<file path="src/rtl/dm_port_arbiter.sv">
// dm_port_arbiter
//   Shares the single word-addressed data-memory port between two requesters.
//   P0 (pipeline M-stage) has priority. P1 (aux/debug loader) is forced through
//   after STARVE_LIMIT consecutive cycles of losing to P0. An accepted access is
//   latched into a one-deep stage and drives the DM in the following cycle. Its
//   completion pulse (rvalid/err/rdata) follows one cycle after that. Accesses
//   that are misaligned or out of range are suppressed: they never reach the DM
//   and they complete with err=1.
// Ports
//   Clk, Reset             clock, async active-low reset
//   pN_req/we/addr/wdata   requester N access; hold stable until pN_gnt
//   pN_gnt                 combinational accept
//   pN_rvalid/err/rdata    one-cycle completion pulse for requester N
//   mem_addr/we/wdata      DM word index, write enable, write data
//   mem_rdata              DM combinational read data for mem_addr
//   busy                   access stage occupied
module dm_port_arbiter #(
   parameter int DEPTH        = 3072,
   parameter int ADDR_W       = 12,
   parameter int STARVE_LIMIT = 4
) (
   input  logic              Clk,
   input  logic              Reset,
   input  logic              p0_req,
   input  logic              p0_we,
   input  logic [31:0]       p0_addr,
   input  logic [31:0]       p0_wdata,
   output logic              p0_gnt,
   output logic              p0_rvalid,
   output logic              p0_err,
   output logic [31:0]       p0_rdata,
   input  logic              p1_req,
   input  logic              p1_we,
   input  logic [31:0]       p1_addr,
   input  logic [31:0]       p1_wdata,
   output logic              p1_gnt,
   output logic              p1_rvalid,
   output logic              p1_err,
   output logic [31:0]       p1_rdata,
   output logic [ADDR_W-1:0] mem_addr,
   output logic              mem_we,
   output logic [31:0]       mem_wdata,
   input  logic [31:0]       mem_rdata,
   output logic              busy
);

   localparam logic [ADDR_W:0] DEPTH_L = (ADDR_W+1)'(DEPTH);
   localparam logic [3:0]      LIMIT_L = 4'(STARVE_LIMIT);

   logic              s_valid;
   logic              s_id;      // 0 = P0, 1 = P1
   logic              s_we;
   logic [31:0]       s_addr;
   logic [31:0]       s_wdata;
   logic [3:0]        starve_cnt;

   logic              both;
   logic              p1_force;
   logic              legal;
   logic [ADDR_W-1:0] s_word;
   logic [31:0]       resp_data;

   // Arbitration. The stage reloads every cycle, so a grant never waits on
   // downstream space.
   always_comb begin
      both     = p0_req & p1_req;
      p1_force = both & (starve_cnt == LIMIT_L);
      p0_gnt   = p0_req & ~p1_force;
      p1_gnt   = p1_req & (~p0_req | p1_force);
   end

   assign s_word = s_addr[ADDR_W+1:2];
   assign legal  = (s_addr[1:0] == 2'b00) &&
                   (s_addr[31:ADDR_W+2] == '0) &&
                   ({1'b0, s_word} < DEPTH_L);

   // The DM only ever sees legal accesses. It is parked at zero otherwise.
   assign mem_we    = s_valid & legal & s_we;
   assign mem_addr  = (s_valid & legal) ? s_word  : '0;
   assign mem_wdata = (s_valid & legal) ? s_wdata : '0;
   assign busy      = s_valid;

   assign resp_data = (legal & ~s_we) ? mem_rdata : 32'h0;

   always_ff @(posedge Clk or negedge Reset) begin
      if (!Reset) begin
         s_valid    <= 1'b0;
         s_id       <= 1'b0;
         s_we       <= 1'b0;
         s_addr     <= '0;
         s_wdata    <= '0;
         starve_cnt <= '0;
         p0_rvalid  <= 1'b0;
         p0_err     <= 1'b0;
         p0_rdata   <= '0;
         p1_rvalid  <= 1'b0;
         p1_err     <= 1'b0;
         p1_rdata   <= '0;
      end else begin
         s_valid <= p0_gnt | p1_gnt;
         s_id    <= p1_gnt;
         if (p1_gnt) begin
            s_we    <= p1_we;
            s_addr  <= p1_addr;
            s_wdata <= p1_wdata;
         end else if (p0_gnt) begin
            s_we    <= p0_we;
            s_addr  <= p0_addr;
            s_wdata <= p0_wdata;
         end

         // Counts consecutive cycles in which P1 lost to P0. The forced win
         // at the limit keeps it from exceeding STARVE_LIMIT.
         if (p1_gnt || !p1_req)
            starve_cnt <= '0;
         else if (both)
            starve_cnt <= starve_cnt + 4'd1;

         // Completion. err and rvalid pulse together. rdata holds until the
         // next completion for that requester.
         p0_rvalid <= s_valid & ~s_id;
         p0_err    <= s_valid & ~s_id & ~legal;
         p1_rvalid <= s_valid & s_id;
         p1_err    <= s_valid & s_id & ~legal;
         if (s_valid & ~s_id) p0_rdata <= resp_data;
         if (s_valid &  s_id) p1_rdata <= resp_data;
      end
   end

endmodule
</file>
<file path="config.mk">
export PLATFORM = sky130hd
export DESIGN_NAME = dm_port_arbiter
export DESIGN_NICKNAME = d
export VERILOG_FILES = /design/src/rtl/dm_port_arbiter.sv
export SDC_FILE = /design/constraint.sdc
export NUM_CORES = 1
export LEC_CHECK = 0
export CORE_MARGIN = 1.5
export CORE_UTILIZATION = 40
export DETAILED_ROUTE_END_ITERATION = 8
export PLACE_DENSITY = 0.74
export SLEW_MARGIN = 5
export SYNTH_ARGS = -nofsm -noshare
export SYNTH_HDL_FRONTEND = slang
export SYNTH_SLANG_ARGS = --single-unit
</file>
<file path="constraint.sdc">
create_clock -name Clk -period 1.95 [get_ports Clk]
set_clock_uncertainty 0.1 [all_clocks]
set_input_delay 0.585 -clock Clk [delete_from_list [all_inputs] [get_ports Clk]]
set_output_delay 0.585 -clock Clk [all_outputs]
set_load 0.01 [all_outputs]
</file>
### Word level (Yosys, flattened, before mapping)

Index checks and enable logic that the tools add are counted.

| operators by class | value |
|---|---|
| order comparisons | 1 |
| equal/unequal tests | 1 |
| muxes and demuxes | 11 |
| add/subtract/negate cells | 1 |
| $mul | 0 |
| div/mod/pow operators | 0 |
| bitwise logic cells | 18 |
| shift operators | 0 |
| reduce and logical (&&, ||, !) cells | 8 |

Operators with widths:

| kind | number |
|---|---|
| $mux W32 | 6 |
| $logic_not A18 Y1 | 1 |
| $lt A12 B12 Y1 const B | 1 |
| $mux W12 | 1 |
| $and A1 B1 Y1 | 11 |
| $mux W4 | 2 |
| $not A1 Y1 | 5 |
| $add A4 B1 Y4 const B | 1 |
| $eq A4 B3 Y1 const B | 1 |
| $reduce_bool A2 Y1 | 2 |
| $logic_and A1 B1 Y1 | 2 |
| $logic_not A2 Y1 | 1 |
| $mux W1 | 2 |
| $or A1 B1 Y1 | 2 |
| $logic_not A1 Y1 | 1 |
| $logic_or A1 B1 Y1 | 1 |

| storage, ports and cells | value |
|---|---|
| bits in registers | 139 |
| input bits | 166 |
| memory bits (writable) | 0 |
| ROM bits | 0 |
| word-level logic and storage cells | 52 |
| bits in latches | 0 |
| memories kept | 0 |

### Depth between registers and ports, before layout

Gate-level depths: netlist of run 1.

| logic depth | value |
|---|---|
| word-level depth | 6 |
| gate-level depth with buffers | 7 |

### Worst setup path after synthesis of run 1

OpenSTA, ideal clock, no wires.

| path | value |
|---|---|
| kind | reg-to-output |
| from | register s_addr[29] |
| to | output port mem_addr[0] |
| data required time | 1.265 ns |
| data arrival time | 1.415 ns |
| slack | -0.150 ns |
| stages on the path, launching flop included | 6 |
| cells stage by stage | dfrtp_1 > nor4_2 > nand4_1 > buf_2 > buf_6 > nor3_1 |

| between the ends | value |
|---|---|
| word-level cells in the longest chain between the ends | 5 |

RTL lines:

| what | line | RTL |
|---|---|---|
| start, declared | 53 | `logic [31:0] s_addr;` |
| start signal, assigned | 104 | `s_addr <= p1_addr;` |
| start signal, assigned | 108 | `s_addr <= p0_addr;` |
| $logic_not A18 Y1 | 74 | `(s_addr[31:ADDR_W+2] == '0) &&` |
| $logic_and A1 B1 Y1 | 73 | `assign legal = (s_addr[1:0] == 2'b00) &&` |
| $logic_and A1 B1 Y1 | 74 |  |
| $and A1 B1 Y1 | 79 | `assign mem_addr = (s_valid & legal) ? s_word : '0;` |
| $mux W12 | 79 |  |
| end, declared | 40 | `output logic [ADDR_W-1:0] mem_addr,` |

Every way passes these cells.

### Worst setup path in the final report of run 1

| path | value |
|---|---|
| from | register s_addr[17] |
| to | output port mem_wdata[8] |

| between the ends | value |
|---|---|
| word-level cells in the longest chain between the ends | 5 |

RTL lines:

| what | line | RTL |
|---|---|---|
| $logic_not A18 Y1 | 74 |  |
| $logic_and A1 B1 Y1 | 73 |  |
| $logic_and A1 B1 Y1 | 74 |  |
| $and A1 B1 Y1 | 80 | `assign mem_wdata = (s_valid & legal) ? s_wdata : '0;` |
| $mux W32 | 80 |  |
| end, declared | 42 | `output logic [31:0] mem_wdata,` |

Every way passes these cells.

==> impl_metrics.toml, run 1 <==
[outcome]
status = "finished, violations left"
violations = "negative setup slack"

[final_layout]
final_common_cell = "clkdlybuf4s50_1"
multi_input_area_mm2 = 0.00391
drive_above_1_share = 0.244
areaGrowthSynthToFinish_pct = 61.4
final.fill_count = 1417
layout_common_cells = "clkdlybuf4s50_1, dfrtp_1, nand2_1"
num_antenna_cells = 0
final_nets = 1183
fin_util = 0.658
seq_area_mm2 = 0.00348
final_area_mm2 = 0.0118

[power]
ir_drop_mv = 0.586
power_density_mw_per_mm2 = 680
fin_total_pwr_mw = 8.04
power.leakage_nw = 5.77

[yosys]
synth_edf_count = 0
avgSynthCellArea_um2 = 10.2
ys_types = 33
synthTopCellsByArea = "dfrtp_1, mux2i_1, nand2_1"
async_reset_ff_frac = 1.00
synth_top_cell_by_area = "dfrtp_1"
synth-seq-cells = 139
synth-seq-area-share = 0.475
syn-num-nets = 890
synth_top_cell_area_share = 0.475
synthFlopType = "dfrtp_1"
syn-instance-count = 722
synth_area_mm2 = 0.00733
ys_warn_count = 0

[sta]
fmax_mhz = 367
worst_pin_slew_ns = 0.699
finalSetupTns_ns = -32.85
worst_slack_ns = -0.776
finalCriticalPeriod_ns = 2.73
maxSlewViolCount = 0
finalSetupViolations = 47
finalCritPeriodShare = 1.40
hold_viol = 0
rsz0062_at_grt = "true"
max_slew_margin = 0.534

[worst_setup_path]
cp_data_required_time_ns = 1.26
cp_cell_sequence = "nor4_4 > nand4_1 > buf_6 > buf_16 > nor3_4 > buf_2"
critPathMaxFanout = 6
worst_ep_arrival_time_ns = 2.04
critPathBufInv = 3
cp-end-kind = "primary output"
timing.setup.critical_path_class = "reg2out"
cp-start-kind = "flop"
slowest_delay_ns = 0.42
critPathTopFamily = "simple AND/OR/NAND/NOR gates"
slowest_stage = "dfrtp_1"

[detailed_routing]
detail-route-antenna-nets = 0
num_vias = 6861
viasPerCell = 5.47
drc = 0
dr.pass1.iters = 5
routed_wl_um = 24800
drt_iter0_drc = 379
wire_per_inst_um = 19.8

[placement]
dp_hpwl_um = 15700
io_buffers = 281
place.gp.congestion = 0.820
placedInstanceArea_mm2 = 0.0109

[global_routing]
antenna_found_initial = 0
grt_max_degree = 71
grt_pass1_vias = 7083
grt_pass1_wl_um = 39700
gr-usage-all-layers = 0.264
gr-total-overflow = 0

[floorplanning]
floorplan.initialDensity = 0.408
rows = 49
io_pins = 282
die-area_mm2 = 0.0191
die_x_um = 138
core_area_mm2 = 0.0180
die_h_um = 138

[clock_network]
clkLatencyLatePin_ns = 0.42
htreeDepth = 4
root_buffer = "clkbuf_16"
clk_path_buf_depth = 2
numCtsBuffers = 17
clk_pin_slew_ns = 0.06
cts_tree = "yes"
cts_sinks = 139

[hold_path]
hp-class = "reg2reg"

[run]
max-cap-violations = 0
metrics by stage:
stage / cells / hold slack, ns / setup slack (ns)
detailed placement: 1201 / 0.368 / -0.767
CTS: 1256 / 0.376 / -0.783
finish: 1255 / 0.372 / -0.776
global route: 1255 / 0.394 / -0.890
floorplan: 722 / 0.189 / -0.0173
global placement: 1201 / 0.358 / -0.741
flip-flops by register name (all words and copies together) (netlist names):
name and flops:
busy 1, s_id 1, s_wdata 32, p1_rdata 32
p0_rvalid 1, p1_rvalid 1, p1_err 1, s_addr 32
p0_err 1, p0_rdata 32, s_we 1, starve_cnt 4
Yosys cell counts, types with 3 or more instances:
library cell	count
nor3b_1	17
o31ai_2	35
o21ai_1	65
nand3_1	66
nand3b_1	17
and3_1	4
dfrtp_1	139
buf_6	6
clkbuf_1	23
buf_2	27
mux2i_1	65
nor3_2	40
buf_4	10
nor2b_1	16
nor4_2	3
buf_1	11
o31ai_1	12
nand2_1	125
a32o_1	17
nor3_1	5
worst paths after layout:
check	startpoint	slack (ns)	endpoint	cells past startpoint
hold reg to reg	p1_rdata[2]	0.37	p1_rdata[2]	2
setup / recovery	s_addr[17]	-0.78	mem_wdata[8]	6
min in group asynchronous	Reset	0.52	s_addr[0]	2
max in group asynchronous	Reset	0.64	p0_rdata[14]	3
setup reg to reg	s_addr[17]	0.02	p1_rdata[1]	5
hold / removal	p1_rdata[2]	0.37	p1_rdata[2]	2
where the power goes:
| part | internal, mW | switching [mW] | leakage, nW |
|---|---|---|---|
| Combinational | 0.633 | 0.592 | 3.65 |
| Sequential | 3.02 | 0.0980 | 1.80 |
| Clock | 2.42 | 1.27 | 0.316 |
final cells by class:
cell class,instances,area share
Clock buffer,19,0.0374
Clock inverter,11,0.0184
Inverter,4,0.00127
Multi-Input combinational cell,502,0.331
Sequential cell,139,0.294
Tap cell,229,0.0242
Timing Repair Buffer,351,0.294
logic make-up after synthesis:
group                    after synthesis  share of synthesized area
XOR/XNOR                               2                    0.00239
AO/OA/AOI/OAI                        131                      0.141
AND/OR/NAND/NOR                      302                      0.233
adder cells (fa/ha/maj)                2                    0.00341
multiplexers                          65                     0.0888
flip-flops                           139                      0.475
buffers and inverters                 81                     0.0574
worst min-delay path: cells and delay by family (launching register included):
kind,cells,cell delay [ns]
AOI/OAI and AO/OA,1,0.05
DFF,1,0.34
and+or+nand+nor,1,0.05
layer usage:
metal / vias up / share of wire / GRT usage
met5: - / 0 / 0
met4: 0 / 0.034 / 0.107
met3: 61 / 0.076 / 0.0772
met2: 288 / 0.48 / 0.418
met1: 3348 / 0.41 / 0.342
li1: 3164 / - / -
what timing repair did:
action	in CTS	in global routing
pin swaps	37	19
hold buffers	1	0
resized for setup	302	16
hold endpoints to repair	28	0
gates cloned	12	1
endpoints found under the setup margin	187	127
setup buffers	15	3
No activity file was read; power rests on OpenSTA's default activity.
==> inputs of run 2 (changes only) <==
Settings changed: ABC_AREA set to 1, CAP_MARGIN set to 20, CORE_UTILIZATION 40 to 38, CTS_CLUSTER_DIAMETER set to 50.
==> impl_metrics.toml, run 2 <==
[sta]
max_slew_margin = 0.561
finalCriticalPeriod_ns = 2.62
rsz0062_at_grt = "true"
finalCritPeriodShare = 1.34
worst_pin_slew_ns = 0.658
worst_slack_ns = -0.672
finalSetupTns_ns = -28.55
fmax_mhz = 381
worst_hold_slack_ns = -0.00315
maxSlewViolCount = 0
hold_viol = 1
finalSetupViolations = 47

[clock_network]
clk_path_buf_depth = 2
cts_tree = "yes"
root_buffer = "clkbuf_16"
clk_pin_slew_ns = 0.06
ctsHoldBuffers = 0
cts_sinks = 139
numCtsBuffers = 17
htreeDepth = 4
clkLatencyLatePin_ns = 0.42

[worst_setup_path]
slowest_stage = "dfrtp_1"
critPathMaxFanout = 13
slowest_delay_ns = 0.38
cp_data_required_time_ns = 1.26
crit_path_frequent_cell = "nor2_1"
cp-end-kind = "primary output"
reg2reg_to = "s_wdata[12]"
cp-start-kind = "flop"
worst_ep_arrival_time_ns = 1.94
timing.setup.critical_path_class = "reg2out"
cp_cell_sequence = "nor2_1 > nand2_1 > nor2_1 > nand2_2 > nor2_4 > nand2_4 > clkbuf_16 > nor2_2 > buf_2"
r2r_setup_slack_ns = 0.15
r2r_cells = 9
reg2reg_from = "starve_cnt[0]"

[placement]
io_buffers = 281
pre_cts_ws_ns = -0.767
placedInstanceArea_mm2 = 0.00956
dp_hpwl_um = 13400
place.gp.congestion = 0.794

[outcome]
violations = "negative hold slack, negative setup slack"
status = "finished, violations left"

[global_routing]
grt_pass1_wl_um = 29900
gr-usage-all-layers = 0.228
grt_pass1_vias = 5897
gr-total-overflow = 0
grt_max_degree = 67
antenna_found_initial = 1

[yosys]
async_reset_ff_frac = 1.00
synth-seq-cells = 139
avgSynthCellArea_um2 = 8.47
synth_top_cell_by_area = "dfrtp_1"
syn-instance-count = 736
synthFlopType = "dfrtp_1"
synth-seq-area-share = 0.558
synth_area_mm2 = 0.00623
synth_common_cells = "nand2_1, dfrtp_1, nand4_1"
ys_warn_count = 0
synth_most_common_cell = "nand2_1"
synth_edf_count = 0
syn-num-nets = 904
synth_top_cell_area_share = 0.558
ys_types = 23
synthTopCellsByArea = "dfrtp_1, nand2_1, nand4_1"

[power]
power.leakage_nw = 5.19
ir_drop_mv = 0.583
power_density_mw_per_mm2 = 737
fin_total_pwr_mw = 7.55

[final_layout]
layout_common_cells = "nand2_1, clkdlybuf4s50_1, dfrtp_1"
num_antenna_cells = 0
seq_area_mm2 = 0.00348
multi_input_area_mm2 = 0.00249
final.fill_count = 1338
areaGrowthSynthToFinish_pct = 64.3
fin_util = 0.643
drive_above_1_share = 0.171
final_common_cell = "nand2_1"
final_area_mm2 = 0.0102
final_nets = 1196

[floorplanning]
die-area_mm2 = 0.0172
core_area_mm2 = 0.0159
rows = 46
die_x_um = 131
floorplan.initialDensity = 0.391
die_h_um = 131
io_pins = 282

[detailed_routing]
num_vias = 6163
detail-route-antenna-nets = 0
viasPerCell = 4.90
wire_per_inst_um = 15.8
dr.pass1.iters = 4
drc = 0
routed_wl_um = 19900
drt_iter0_drc = 316

[run]
max-cap-violations = 0

[hold_path]
hp-class = "in2async"
run 2: cell count changes after synthesis, moves of 35 or more:
cell,before,now
nand2_1,125,285
mux2i_1,65,0
nand4_1,1,66
o21ai_1,65,0
nor2_1,0,62
inv_1,2,54
nand3_1,66,21
o211ai_1,0,45
nor3_2,40,0
o31ai_2,35,0
run 2: logic make-up after synthesis:
logic type | after synthesis | share of synthesized area
simple gates | 439 | 0.299
flops | 139 | 0.558
compound gates | 47 | 0.0558
buf+inv | 107 | 0.0807
xor+xnor | 2 | 0.00281
fa+ha+maj | 2 | 0.00401
run 2: worst max-delay path, delay by kind of cell, from the launching register on:
family	cells	cell delay [ns]
DFF	1	0.38
and+or+nand+nor	7	0.77
buffers and inverters	2	0.35
run 2: per-layer routing:
layer / GRT usage / up-vias / wire, um
met5: 0 / - / 0
met4: 0.0808 / 0 / 397
met3: 0.0946 / 36 / 2140
met2: 0.370 / 244 / 9490
met1: 0.272 / 2911 / 7820
li1: - / 2972 / -
run 2: stage by stage:
stage	hold WS [ns]	cells
CTS	0.00943	1252
floorplan	0.189	736
finish	-0.00315	1257
global route	0.0320	1257
global placement	0.361	1218
detailed placement	0.365	1218
run 2: what timing repair did:
action,CTS,global route
setup buffers,2,3
pin swaps,0,7
gates cloned,0,2
resized for setup,277,44
setup endpoints to repair,186,92
run 2: how the worst max path moves through the flow:
stage                    start       endpoint  slack, ns
floorplan            s_addr[1]   mem_addr[10]      -0.01
global placement        p1_req         p1_gnt      -0.77
detailed placement      p1_req         p1_gnt      -0.77
CTS                  s_addr[1]   mem_addr[11]      -0.78
global route         s_addr[0]  mem_wdata[20]      -0.78
finish              s_addr[19]  mem_wdata[20]      -0.67
run 2: power breakdown:
group / switching [mW] / internal [mW]
Combinational: 0.481 / 0.483
Sequential: 0.0531 / 3.02
Clock: 1.34 / 2.17
Total: 1.87 / 5.68
run 2: layout make-up:
| type | count | share of cell area |
|---|---|---|
| clock buffers | 17 | 0.0415 |
| clock inverters | 15 | 0.0210 |
| inverters | 56 | 0.0205 |
| multi-input cells | 490 | 0.243 |
| flip-flops and latches | 139 | 0.340 |
| well taps | 216 | 0.0264 |
| repair buffers | 324 | 0.308 |
==> RTL change 1 (settings of run 2) <==
Change the parameter `ADDR_W` from 12 to 11.
--- a/src/rtl/dm_port_arbiter.sv
+++ b/src/rtl/dm_port_arbiter.sv
@@ -16,7 +16,7 @@
 //   busy                   access stage occupied
 module dm_port_arbiter #(
    parameter int DEPTH        = 3072,
-   parameter int ADDR_W       = 12,
+   parameter int ADDR_W       = 11,
    parameter int STARVE_LIMIT = 4
 ) (
    input  logic              Clk,
Ports: changed (resized mem_addr); port bits go from 282 to 281. No check against the original RTL was run, so the function may have changed too.
==> RTL change 1 against run 2 <==
- clock power decreased by 1%
- setup slack got worse by 0.021 ns
- routed wire length increased by 5.4%
- via count increased by 2.8%
- highest routed layer unchanged
- sequential cell count unchanged
- cell area increased by 0.39%
- the run ends with negative setup slack left
- largest power group unchanged
- power decreased by 0.50%
- area after synthesis decreased by 0.20%
==> RTL change 1: results (changes against run 2) <==
metric;value;unit;change
first-pass GRT wire length;30600;µm;was 29900 µm
Clock transition at path regs;0.06;ns;about the same
share of cells above drive strength 1;0.174;;was 0.171
setup TNS;-30.67;ns;was -28.55 ns
Fillers;1324;;was 1338
Synth area leaders;dfrtp_1 (56%), nand2_1 (18%), nand4_1 (6.5%), o211ai_1 (5.3%), nor2_1 (3.7%);;was dfrtp_1 (56%), nand2_1 (17%), nand4_1 (6.6%), o211ai_1 (5.4%), nor2_1 (3.7%)
Slew Limit Headroom;0.546;;was 0.561
total track usage;0.233;;was 0.228
failing checks;negative setup slack;;was negative hold slack, negative setup slack
Post-Place Setup Slack;-0.732;ns;was -0.767 ns
Worst Reg-to-Reg Cells;17;;was 9
status;complete, but fails checks;;unchanged
Peak VDD IR;0.576;mV;was 0.583 mV
vias per cell;4.97;;was 4.90
Setup violations, final;48;;was 47
compound-cell area share of the yosys netlist;0.0571;;was 0.0558
Mapped Nets;906;;was 904
Post-synth top cells;nand2_1 (291), dfrtp_1 (139), nand4_1 (65), nor2_1 (61), inv_1 (54);;was nand2_1 (285), dfrtp_1 (139), nand4_1 (66), nor2_1 (62), inv_1 (54)
Clock Path Buffers;2;;unchanged
antenna violations before repair;0;;was 1
GP Congestion;0.822;;was 0.794
sequential element share of the synthesized area;0.559;;was 0.558
DP HPWL;13600;µm;was 13400 µm
Yosys cell types;20;;was 23
Leakage;5.27;nW;was 5.19 nW
crit-path max FO;7;;was 13
1st-iter DRT viols;364;;was 316
nets;1214;;was 1196
Post-Synth Adder-Cell Area;0.00402;;was 0.00401
routed wire length;20900;µm;was 19900 µm
xor/xnor share of the synthesized area;0.00282;;was 0.00281
Final WS setup;-0.692;ns;was -0.672 ns
IO Port Bufs;280;;was 281
Cells after Synth;738;;was 736
final std cells w/o fill;1275;;was 1257
hold crit path type;reg2reg;;was in2async
number of global-route vias before repair;6089;;was 5897
placed instance area;9300;µm²;was 9560 µm²
RTL change 1: cell families (layout without fill, tap and decap cells):
logic type      after synthesis  after routing
compound gates               49             49
xor+xnor                      2              2
fa+ha+maj                     2              2
buf+inv                     106            427
flops                       139            139
simple gates                440            440
RTL change 1: final cells by class:
cell class                 instances  share of cell area
inverter                          57              0.0213
clock buffer                      19              0.0431
clock inverter                    13              0.0186
multi-input combinational        493               0.237
timing repair buffer             338               0.315
tap                              216              0.0263
sequential                       139               0.338
RTL change 1: where the power goes:
group | internal (mW) | switching, mW
Sequential | 3.02 | 0.0544
Combinational | 0.484 | 0.491
Clock | 2.19 | 1.27
Total | 5.70 | 1.82
RTL change 1: layer usage:
layer | GRT usage | vias to the layer above | wire length, µm
met2 | 0.386 | 283 | 10200
met1 | 0.285 | 3017 | 8410
met5 | 0 | - | 0
met3 | 0.0753 | 23 | 1930
met4 | 0.0860 | 0 | 350
li1 | - | 3012 | -
RTL change 1: timing repair:
item,in CTS,in global routing
pin swaps,5,9
gates resized for setup,287,77
cloned,0,5
hold endpoints to repair,8,0
hold buffers,1,0
setup endpoints to repair,177,123
setup buffers,16,7
RTL change 1: critical path: stages (launching register included):
cell and delay, ns:
dfrtp_1 0.39, nor2_2 0.13, nand2_1 0.07, nor2_2 0.14, nand2_2 0.09, nor2_4 0.15, nand2_4 0.14, clkbuf_16 0.20
nor2_1 0.09, buf_2 0.14
RTL change 1: final timing paths:
path	to	start	slack, ns
worst max-delay path	mem_addr[3]	s_addr[18]	-0.69
min in group asynchronous	p0_rdata[8]	Reset	0.56
max in group asynchronous	s_addr[14]	Reset	0.60
worst min register to register	p0_rdata[4]	p0_rdata[4]	0.37
worst max register to register	p0_err	s_addr[18]	-0.56
worst min-delay path	p0_rdata[4]	p0_rdata[4]	0.37
==> RTL change 2 (config.mk and constraints of run 2) <==
Without the edit above. Put one more register stage on the output `p1_err`, cleared by the reset. The value now appears one clock later. The other outputs are not delayed to match.
--- a/src/rtl/dm_port_arbiter.sv
+++ b/src/rtl/dm_port_arbiter.sv
@@ -47,6 +47,8 @@
    localparam logic [ADDR_W:0] DEPTH_L = (ADDR_W+1)'(DEPTH);
    localparam logic [3:0]      LIMIT_L = 4'(STARVE_LIMIT);
 
+   logic p1_err_s0;
+
    logic              s_valid;
    logic              s_id;      // 0 = P0, 1 = P1
    logic              s_we;
@@ -94,7 +96,7 @@
          p0_err     <= 1'b0;
          p0_rdata   <= '0;
          p1_rvalid  <= 1'b0;
-         p1_err     <= 1'b0;
+         p1_err_s0  <= 1'b0;
          p1_rdata   <= '0;
       end else begin
          s_valid <= p0_gnt | p1_gnt;
@@ -121,10 +123,18 @@
          p0_rvalid <= s_valid & ~s_id;
          p0_err    <= s_valid & ~s_id & ~legal;
          p1_rvalid <= s_valid & s_id;
-         p1_err    <= s_valid & s_id & ~legal;
+         p1_err_s0 <= s_valid & s_id & ~legal;
          if (s_valid & ~s_id) p0_rdata <= resp_data;
          if (s_valid &  s_id) p1_rdata <= resp_data;
       end
    end
 
+   always_ff @(posedge Clk or negedge Reset) begin
+      if (!Reset) begin
+         p1_err <= '0;
+      end else begin
+         p1_err <= p1_err_s0;
+      end
+   end
+
 endmodule
Behaviour: not the same (Yosys sat finds a counterexample within 4 cycles, from zero or initial values and one cycle with Reset low).
==> RTL change 2 against run 2 <==
- sequential cell count grew 1
- the run ends with negative setup slack left
- sequential share of layout area shrank 0.082 points
- register-to-register slack lost 0.16 ns
- hold slack gained 0.26 ns
- area after synthesis grew 0.16%
- maximum frequency shrank 6.3%
- via count grew 0.68%
- routed wire length grew 1.3%
- die area grew 0.16%
- setup slack lost 0.18 ns
- power shrank 0.55%
- global-route usage grew 1.0 points
- cell area grew 0.96%
==> RTL change 2: results (changes against run 2) <==
metric;value;unit;change
antenna violations before repair;1;;unchanged
GP Congestion;0.790;;was 0.794
DRC viols;0;;unchanged
pin count of the biggest net entering global routing;66;;was 67
Synth area leaders;dfrtp_1 (56%), nand2_1 (17%), nand4_1 (6.6%), o211ai_1 (5.2%), nor2_1 (3.7%);;was dfrtp_1 (56%), nand2_1 (17%), nand4_1 (6.6%), o211ai_1 (5.4%), nor2_1 (3.7%)
first-pass GRT wire length;32600;µm;was 29900 µm
CP delay by family, top;simple AND/OR/NAND/NOR gates;;unchanged
routed via count;6205;;was 6163
Worst-Skew Late Latency;0.42;ns;about the same
Mapped Nets;909;;was 904
setup TNS;-34.57;ns;was -28.55 ns
Leakage;5.23;nW;was 5.19 nW
number of detailed-route iterations in the first pass;6;;was 4
Clock transition at path regs;0.06;ns;about the same
WL per Instance;15.9;µm;was 15.8 µm
placed instance area;9500;µm²;was 9560 µm²
DP HPWL;13700;µm;was 13400 µm
post-synthesis async set-or-reset flop share;1.00;;unchanged
Worst-Margin Slew;0.664;ns;was 0.658 ns
status;complete, but fails checks;;unchanged
Clock Path Buffers;2;;unchanged
hold crit path type;reg2reg;;was in2async
critical path's largest stage delay;0.40;ns;was 0.38 ns
failing checks;negative setup slack;;was negative hold slack, negative setup slack
share of cells above drive strength 1;0.174;;was 0.171
CTS root buf;clkbuf_16;;unchanged
CTS H-Tree Depth;4;;unchanged
1st-iter DRT viols;335;;was 316
antenna cells;0;;unchanged
total track usage;0.238;;was 0.228
Post-Place Setup Slack;-0.701;ns;was -0.767 ns
CP max stage cell;dfrtp_1;;unchanged
Peak VDD IR;0.578;mV;was 0.583 mV
crit path DAT;2.11;ns;was 1.94 ns
Post-synth top cells;nand2_1 (291), dfrtp_1 (140), nand4_1 (66), nor2_1 (61), inv_1 (55);;was nand2_1 (285), dfrtp_1 (139), nand4_1 (66), nor2_1 (62), inv_1 (54)
YS warnings;0;;unchanged
nets;1204;;was 1196
sequential element share of the synthesized area;0.561;;was 0.558
Final WS setup;-0.847;ns;was -0.672 ns
Setup violations, final;48;;was 47
CTS buffer count;17;;unchanged
prevailing post-synth register cell;dfrtp_1;;unchanged
Yosys cell types;22;;was 23
crit-path max FO;7;;was 13
IO Port Bufs;281;;unchanged
RTL change 2: cell count changes after synthesis, sizes merged:
cell | run 2 | this run
or2 | 1 | 2
nand2 | 286 | 292
buf | 28 | 27
and2 | 1 | 0
o211ai | 45 | 43
nor2 | 64 | 62
o21ai | 2 | 4
dfrtp | 139 | 140
inv | 55 | 56
RTL change 2: worst register-to-register path, cell delays in order, from the launching register on:
cell	delay [ns]
dfrtp_1	0.40
or2_0	0.26
nor2_1	0.17
nand2_2	0.11
buf_4	0.14
buf_4	0.12
buf_4	0.12
buf_4	0.12
buf_4	0.13
o21ai_2	0.14
inv_1	0.05
RTL change 2: per-layer routing:
metal  routed length [µm]  track usage  up-vias
li1                     -            -     2992
met1                 8310        0.299     2923
met2                 9790        0.390      261
met3                 1670       0.0772       27
met4                  330       0.0712        2
met5                    8            0        -
RTL change 2: timing repair:
action | in CTS | in global routing
hold buffers | 1 | 0
endpoints found under the hold margin | 31 | 0
pin swaps | 5 | 11
setup buffers | 19 | 4
cloned | 2 | 0
resized for setup | 283 | 59
setup endpoints to repair | 170 | 176
RTL change 2: layout make-up:
| type | count | area [µm²] |
|---|---|---|
| Inverter | 57 | 219 |
| Clock buffer | 22 | 464 |
| Multi-Input combinational cell | 494 | 2530 |
| Sequential cell | 140 | 3500 |
| Tap cell | 216 | 270 |
| Clock inverter | 10 | 163 |
| Timing Repair Buffer | 326 | 3200 |
| Fill cell | 1328 | 5600 |
RTL change 2: cells by family after synthesis:
logic type / after synthesis / synth area share
AND/OR/NAND/NOR: 443 / 0.299
flip-flops: 140 / 0.561
buffers and inverters: 107 / 0.0778
AO/OA/AOI/OAI: 47 / 0.0549
adder cells (fa/ha/maj): 2 / 0.00401
XOR/XNOR: 2 / 0.00281
RTL change 2: stage by stage:
stage               cells  power, mW
global placement     1219       4.07
CTS                  1272       7.53
detailed placement   1219       4.08
floorplan             741       3.49
finish               1265       7.51
global route         1265       7.78
RTL change 2: report_power, final:
group,switching [mW],leakage (nW),total (mW),internal [mW]
sequential,0.0567,1.82,3.10,3.05
clock,1.23,0.301,3.44,2.21
combinational,0.488,3.11,0.963,0.475
RTL change 2: worst paths after layout:
kind / from / end / slack (ns) / depth (start not counted)
worst max register to register: s_addr[14] / p0_err / -0.01 / 10
max in group asynchronous: Reset / s_addr[30] / 0.68 / 3
worst max-delay path: s_addr[14] / mem_wdata[9] / -0.85 / 9
worst min-delay path: p1_err_s0 / p1_err / 0.25 / 0
min in group asynchronous: Reset / p1_rdata[14] / 0.54 / 2
worst min register to register: p1_err_s0 / p1_err / 0.25 / 0
